[src/rtl/shift_reg_tapped.sv]
// -----------------------------------------------------------------------------
// shift_reg_tapped
//
// Purpose:
//   DEPTH-stage, WIDTH-bit shift register with a runtime-selectable read tap.
//   The register can shift new data in, rotate its contents end-around, hold,
//   or clear. It tracks how many stages hold data written since the last reset
//   or clear, so a reader can tell whether the selected tap is meaningful.
//
// Ports:
//   clk        - sole clock; all state changes on its rising edge
//   rst        - synchronous, active-high reset (overrides en/mode)
//   en         - operation enable; when low all state holds
//   mode       - 00 shift, 01 rotate, 10 hold, 11 clear
//   din        - serial data into stage 0 (used by shift only)
//   tap_sel    - index of the stage driven onto dout
//   dout       - contents of stage tap_sel (0 when tap_sel >= DEPTH)
//   dout_valid - high when fill > tap_sel
//   fill       - count of valid stages, saturating at DEPTH
//   full       - high when fill == DEPTH
// -----------------------------------------------------------------------------
module shift_reg_tapped #(
    parameter int WIDTH = 8,
    parameter int DEPTH = 128,
    localparam int TAP_W  = (DEPTH > 1) ? $clog2(DEPTH) : 1,
    localparam int FILL_W = $clog2(DEPTH + 1)
) (
    input  logic              clk,
    input  logic              rst,
    input  logic              en,
    input  logic [1:0]        mode,
    input  logic [WIDTH-1:0]  din,
    input  logic [TAP_W-1:0]  tap_sel,
    output logic [WIDTH-1:0]  dout,
    output logic              dout_valid,
    output logic [FILL_W-1:0] fill,
    output logic              full
);

    localparam logic [1:0] MODE_SHIFT  = 2'b00;
    localparam logic [1:0] MODE_ROTATE = 2'b01;
    localparam logic [1:0] MODE_CLEAR  = 2'b11;

    localparam logic [FILL_W-1:0] FILL_MAX = FILL_W'(DEPTH);

    logic [WIDTH-1:0]  stage_reg  [DEPTH];
    logic [WIDTH-1:0]  stage_next [DEPTH];
    logic [FILL_W-1:0] fill_reg;
    logic [FILL_W-1:0] fill_next;

    logic shift_en;
    logic rotate_en;
    logic clear_en;

    assign shift_en  = en && (mode == MODE_SHIFT);
    assign rotate_en = en && (mode == MODE_ROTATE);
    assign clear_en  = en && (mode == MODE_CLEAR);

    // Shift and rotate move data identically along the chain; they differ
    // only in what enters stage 0 (din versus the far-end stage).
    genvar gi;
    generate
        for (gi = 0; gi < DEPTH; gi++) begin : g_stage
            if (gi == 0) begin : g_head
                assign stage_next[gi] = rotate_en ? stage_reg[DEPTH-1] : din;
            end else begin : g_body
                assign stage_next[gi] = stage_reg[gi-1];
            end
        end
    endgenerate

    always_ff @(posedge clk) begin
        if (rst || clear_en) begin
            for (int i = 0; i < DEPTH; i++) begin
                stage_reg[i] <= '0;
            end
        end else if (shift_en || rotate_en) begin
            stage_reg <= stage_next;
        end
    end

    // fill counts words written, not their position, so a rotate leaves it
    // alone even when the valid words wrap past the far end.
    always_comb begin
        fill_next = fill_reg;
        if (clear_en) begin
            fill_next = '0;
        end else if (shift_en && (fill_reg != FILL_MAX)) begin
            fill_next = fill_reg + FILL_W'(1);
        end
    end

    always_ff @(posedge clk) begin
        if (rst) begin
            fill_reg <= '0;
        end else begin
            fill_reg <= fill_next;
        end
    end

    // A tap past the last stage (possible when DEPTH is not a power of two)
    // reads as zero. dout_valid needs no such guard: fill never exceeds
    // DEPTH, so fill > tap_sel is already false there.
    always_comb begin
        dout = '0;
        if (32'(tap_sel) < 32'(DEPTH)) begin
            dout = stage_reg[tap_sel];
        end
    end

    assign dout_valid = 32'(fill_reg) > 32'(tap_sel);
    assign fill       = fill_reg;
    assign full       = (fill_reg == FILL_MAX);

endmodule

[config.mk]
export PLATFORM = sky130hd
export DESIGN_NAME = shift_reg_tapped
export DESIGN_NICKNAME = d
export VERILOG_FILES = /design/src/rtl/shift_reg_tapped.sv
export SDC_FILE = /design/constraint.sdc
export NUM_CORES = 2
export LEC_CHECK = 0
export BUFFER_PORTS_ARGS = -buffer_cell sky130_fd_sc_hd__buf_2
export CAP_MARGIN = 20
export CORE_AREA = 2 2 333 335
export DETAILED_ROUTE_END_ITERATION = 10
export DIE_AREA = 0 0 335 337
export GPL_TIMING_DRIVEN = 0
export SLEW_MARGIN = 30
export SYNTH_ARGS = -nofsm -noshare
export SYNTH_HDL_FRONTEND = slang
export SYNTH_SLANG_ARGS = --single-unit
export TNS_END_PERCENT = 1
[constraint.sdc]
create_clock -name clk -period 7.07 [get_ports clk]
set_input_delay 1.414 -clock clk [delete_from_list [all_inputs] [get_ports clk]]
set_output_delay 1.414 -clock clk [all_outputs]
set_load 0.01 [all_outputs]
==> results.md <==
| Step | Parameter | Reported |
|:---|:---|:---|
| sta | Setup clock skew after layout | 0.0219 ns |
| synthesis | Largest family of logic cells by synthesized area | simple AND/OR/NAND/NOR gates |
| synthesis | Avg Inst Size Synth | 8.27 um^2 |
| floorplan | Initial core utilization | 39.5% |
| critical path | Crit-path slowest cell | sky130_fd_sc_hd__clkbuf_1 |
| critical path | Critical Path RT | 5.66 ns |
| clocking | Setup repair bufs after CTS | 0 |
| clocking | Latest clock arrival within the worst-skew pair | 0.70 ns |
| pwr | Peak supply drop | 188 uV |
| floorplan | Die height | 337 um |
| clocking | Number of levels the H-tree was split into | 3 |
| floorplan | Die W | 335 um |
| floorplan | Floorplan die area | 113000 um^2 |
| sta | Unrepaired setup endpoints after global routing | false |
| layout | Fraction of layout instances using a drive strength above 1 | 9.57% |
| critical path | Crit Reg-Reg Startpoint | fill[0]$_SDFFE_PP0P_ |
| global route | Overall Global Routing Usage | 24.2% |
| synthesis | Multiplexer area fraction after synthesis | 13.1% |
| sta | Final hold slack | 0.454 ns |
| sta | Actual slew at the worst max-slew pin | 1.03 ns |
| clocking | TritonCTS clock tree | built |
| layout | Number of nets in the finished design | 5406 |
| sta | Part of the cycle the worst path needs | 88.6% |
| synthesis | Async S/R FF share, synth | 0% |
| critical path | CP Cell Sequence | buf_2 > inv_1 > nor2_1 > clkbuf_1 > a211oi_1 > nand2_1 > nand3_1 > nor4_2 > buf_2 |
| critical path | Worst path most repeated cell | sky130_fd_sc_hd__buf_2 |
| synthesis | Post-synthesis xor/xnor area fraction | 0.142% |
| synthesis | Top cells by area in the synthesized netlist | sky130_fd_sc_hd__dfxtp_1 (48%), sky130_fd_sc_hd__nand2_1 (18%), sky130_fd_sc_hd__a21oi_1 (12%), sky130_fd_sc_hd__mux4_2 (10%), sky130_fd_sc_hd__mux2i_1 (3.1%) |
| synthesis | Adder and majority gate portion of the synthesized area | 0.260% |
| sta | Top achievable clock speed | 160 MHz |
| synthesis | Flip-flop and latch count after synthesis | 1032 |
| sta | Final number of hold-violating endpoints | 0 |
| floorplan | Number of I/O pins | 38 |
| synthesis | Count leader, synth | sky130_fd_sc_hd__nand2_1 |
| sta | Sum Neg Setup Slack | 0 ns |
| clocking | Buffer type at the clock tree root | sky130_fd_sc_hd__clkbuf_16 |
| global route | Wire length of the first global-routing pass | 212000 um |
| critical path | Origin of the worst setup path | tap_sel[4] |
| clocking | Cts-stage hold buffer count | 0 |
| synthesis | Number of enable-type register cells in the synthesized netlist | 0 |
| route | Number of vias per cell | 5.52 |
| worst hold path | Number of stages on the worst hold path | 2 |
| pwr | Power density of the placed cells | 254 nW/um^2 |
| critical path | Setup slack, reg-to-reg | 4.96 ns |
| critical path | Critical Path Max Stage Delay | 0.82 ns |
| critical path | Maximum fanout along the worst path | 10 |
| synthesis | Cell count after synthesis | 5235 |
| synthesis | Cell area after synthesis | 43300 um^2 |
| placed design | Worst slack at placement | 1.03 ns |
| placed design | Detail Placement HPWL | 103000 um |
| critical path | Critical path launch point type | primary input |
| critical path | CP arrival | 4.85 ns |
| sta | Final Critical Period | 6.27 ns |
| clocking | Number of CTS-inserted buffers | 105 |
| synthesis | Post-Syn Nets | 5264 |
| sta | Final Max Tran Viols | 0 |
| critical path | Critical R2R Capture | fill[5]$_SDFFE_PP0P_ |
| route | Detailed-router iteration count before antenna repair | 8 |
| critical path | Reg2reg path depth | 8 |
| global route | Pin count of the biggest net entering global routing | 15 |
| synthesis | Commonest cells post-synth | sky130_fd_sc_hd__nand2_1 (2123), sky130_fd_sc_hd__dfxtp_1 (1032), sky130_fd_sc_hd__a21oi_1 (1018) |
| sta | Final-report setup violation count | 0 |
| synthesis | Distinct cell type count after synthesis | 35 |
| critical path | Capturing element type of the critical path | primary output |
| placed design | Final estimated routing congestion in global placement | 0.938 |
| route | Number of vias in the routed layout | 38100 |
| sta | Post-route setup slack | 0.803 ns |
| critical path | Type of the setup path with the least slack | primary input to primary output |
| run | Maximum Capacitance Violations | 0 |
| layout | # diodes | 0 |
| layout | Max FFs per register | 1016 |
| synthesis | Complex-gate fraction of the synthesized area | 15.0% |
| global route | Vias in the first global route | 35000 |
| worst hold path | Worst min-delay path category | register to register |
| pwr | Leakage power of the design | 15.4 nW |
| clocking | Clock slew seen by the registers of the worst setup and hold paths | 0.06 ns |
| route | Post-Route WL | 141000 um |
| route | Post-route antenna net violation count | 0 |
| clocking | TritonCTS sink count | 1032 |
| floorplan | Num rows | 122 |
| synthesis | Number of warnings printed during yosys synthesis | 0 |
| synthesis | Top flip-flop cell by instance count after synthesis | sky130_fd_sc_hd__dfxtp_1 |
| floorplan | Core outline area | 110000 um^2 |
| clocking | Maximum number of buffers from clock root to sink | 3 |
| global route | Global route overflow | 0 |
| route | DRC violation total after the first TritonRoute iteration | 3915 |
| layout | Number of fill cells | 10900 |
| worst hold path | Min-delay src | stage_next[652]$_SDFFE_PP0P_ |
| synthesis | Top cell type's share of synthesized area | 47.7% |
| synthesis | Most area-hungry cell type in the Yosys netlist | sky130_fd_sc_hd__dfxtp_1 |
| synthesis | Post-synthesis sequential area ratio | 47.7% |
| layout | P&R area growth vs syn | 13.0% |
| synthesis | Simple logic cell fraction of the synthesized area | 19.4% |
| worst hold path | Hold EP | stage_next[644]$_SDFFE_PP0P_ |
| global route | Initial antenna violation count | 2 |
| clocking | CTS resizes | 0 |
| placed design | Number of I/O port buffers | 35 |
| route | Routed wire per std cell | 20.4 um |
| run status | Status | completed |
| route | Detailed-route DRC error count | 0 |
| sta | Slew headroom | 30.9% |
[layout make-up]
type,instances,area (um^2),share of cell area (%)
multi-input cells,3760,20800,42.5
repair buffers,35,175,0.358
inverters,9,33.8,0.0691
well taps,1426,1780,3.65
clock buffers,165,3230,6.59
flip-flops and latches,1032,20700,42.2
clock inverters,32,419,0.857
plain buffers,434,1840,3.77
[how the worst max path moves through the flow]
stage,end
CTS,dout[2]
global placement,dout[2]
finish,dout[0]
floorplan,dout_valid
detailed placement,dout[2]
global route,dout[0]
[per-layer routing]
layer | part of all wire, % | up-vias | track usage, %
li1 | - | 18000 | -
met1 | 44 | 18400 | 33.8
met2 | 46 | 1428 | 38.9
met3 | 7.9 | 197 | 3.61
met4 | 2.6 | 2 | 7.08
met5 | 0.0057 | - | 0
[layout by cell type (no fill, tap or decap), types with 2 or more instances in the layout]
cell type | Yosys | layout
sky130_fd_sc_hd__a21oi_1 | 1018 | 1018
sky130_fd_sc_hd__clkbuf_1 | 302 | 327
sky130_fd_sc_hd__clkinv_2 | 0 | 14
sky130_fd_sc_hd__o21ai_0 | 9 | 9
sky130_fd_sc_hd__buf_6 | 4 | 4
sky130_fd_sc_hd__clkinvlp_4 | 0 | 4
sky130_fd_sc_hd__inv_6 | 0 | 3
sky130_fd_sc_hd__mux4_2 | 192 | 192
sky130_fd_sc_hd__a211oi_1 | 64 | 64
sky130_fd_sc_hd__nor2b_1 | 2 | 2
sky130_fd_sc_hd__o22ai_1 | 57 | 57
sky130_fd_sc_hd__ha_1 | 9 | 9
sky130_fd_sc_hd__nor3_1 | 9 | 8
sky130_fd_sc_hd__a22oi_1 | 64 | 64
sky130_fd_sc_hd__nor2_1 | 29 | 27
sky130_fd_sc_hd__nand2_1 | 2123 | 2123
sky130_fd_sc_hd__nand4_1 | 3 | 3
sky130_fd_sc_hd__clkbuf_8 | 0 | 33
sky130_fd_sc_hd__buf_1 | 21 | 21
sky130_fd_sc_hd__clkinv_8 | 0 | 2
sky130_fd_sc_hd__nand3_1 | 18 | 18
sky130_fd_sc_hd__bufinv_16 | 0 | 8
sky130_fd_sc_hd__and3_1 | 2 | 2
sky130_fd_sc_hd__nor4_2 | 8 | 8
sky130_fd_sc_hd__buf_2 | 87 | 122
sky130_fd_sc_hd__nor2_2 | 0 | 2
sky130_fd_sc_hd__buf_4 | 20 | 20
sky130_fd_sc_hd__clkbuf_16 | 0 | 107
sky130_fd_sc_hd__dfxtp_1 | 1032 | 1032
sky130_fd_sc_hd__xor2_1 | 6 | 6
sky130_fd_sc_hd__mux2i_1 | 136 | 136
sky130_fd_sc_hd__inv_1 | 9 | 9
[metrics by stage]
stage          cell area [um^2]  total power, mW  std cells  util, %
2_1_floorplan             43300             6.40       5235        -
3_3_place_gp              45300             6.69       6696     41.3
3_5_place_dp              45300             6.69       6696     41.3
4_1_cts                   48900             12.5       6893     44.6
5_1_grt                   48900             12.8       6893     44.6
6_report                  48900             12.4       6893     44.6
[power by group]
part / internal [mW] / switching, mW / total (mW)
clock: 3.43 / 2.43 / 5.86
sequential: 5.82 / 0.00421 / 5.82
combinational: 0.155 / 0.598 / 0.753
total: 9.40 / 3.03 / 12.4
[worst max-delay path: cells and delay by family]
family / cells / cell delay (ns)
compound gates: 1 / 0.16
buf+inv: 4 / 1.34
simple gates: 4 / 1.91
[cell families (layout without fill, tap and decap cells)]
group,Yosys count,in the layout
adder cells (fa/ha/maj),9,9
AND/OR/NAND/NOR,2199,2199
multiplexers,328,328
XOR/XNOR,7,7
flip-flops,1032,1032
AO/OA/AOI/OAI,1217,1217
buffers and inverters,443,675
No activity file was read; power rests on OpenSTA's default activity.
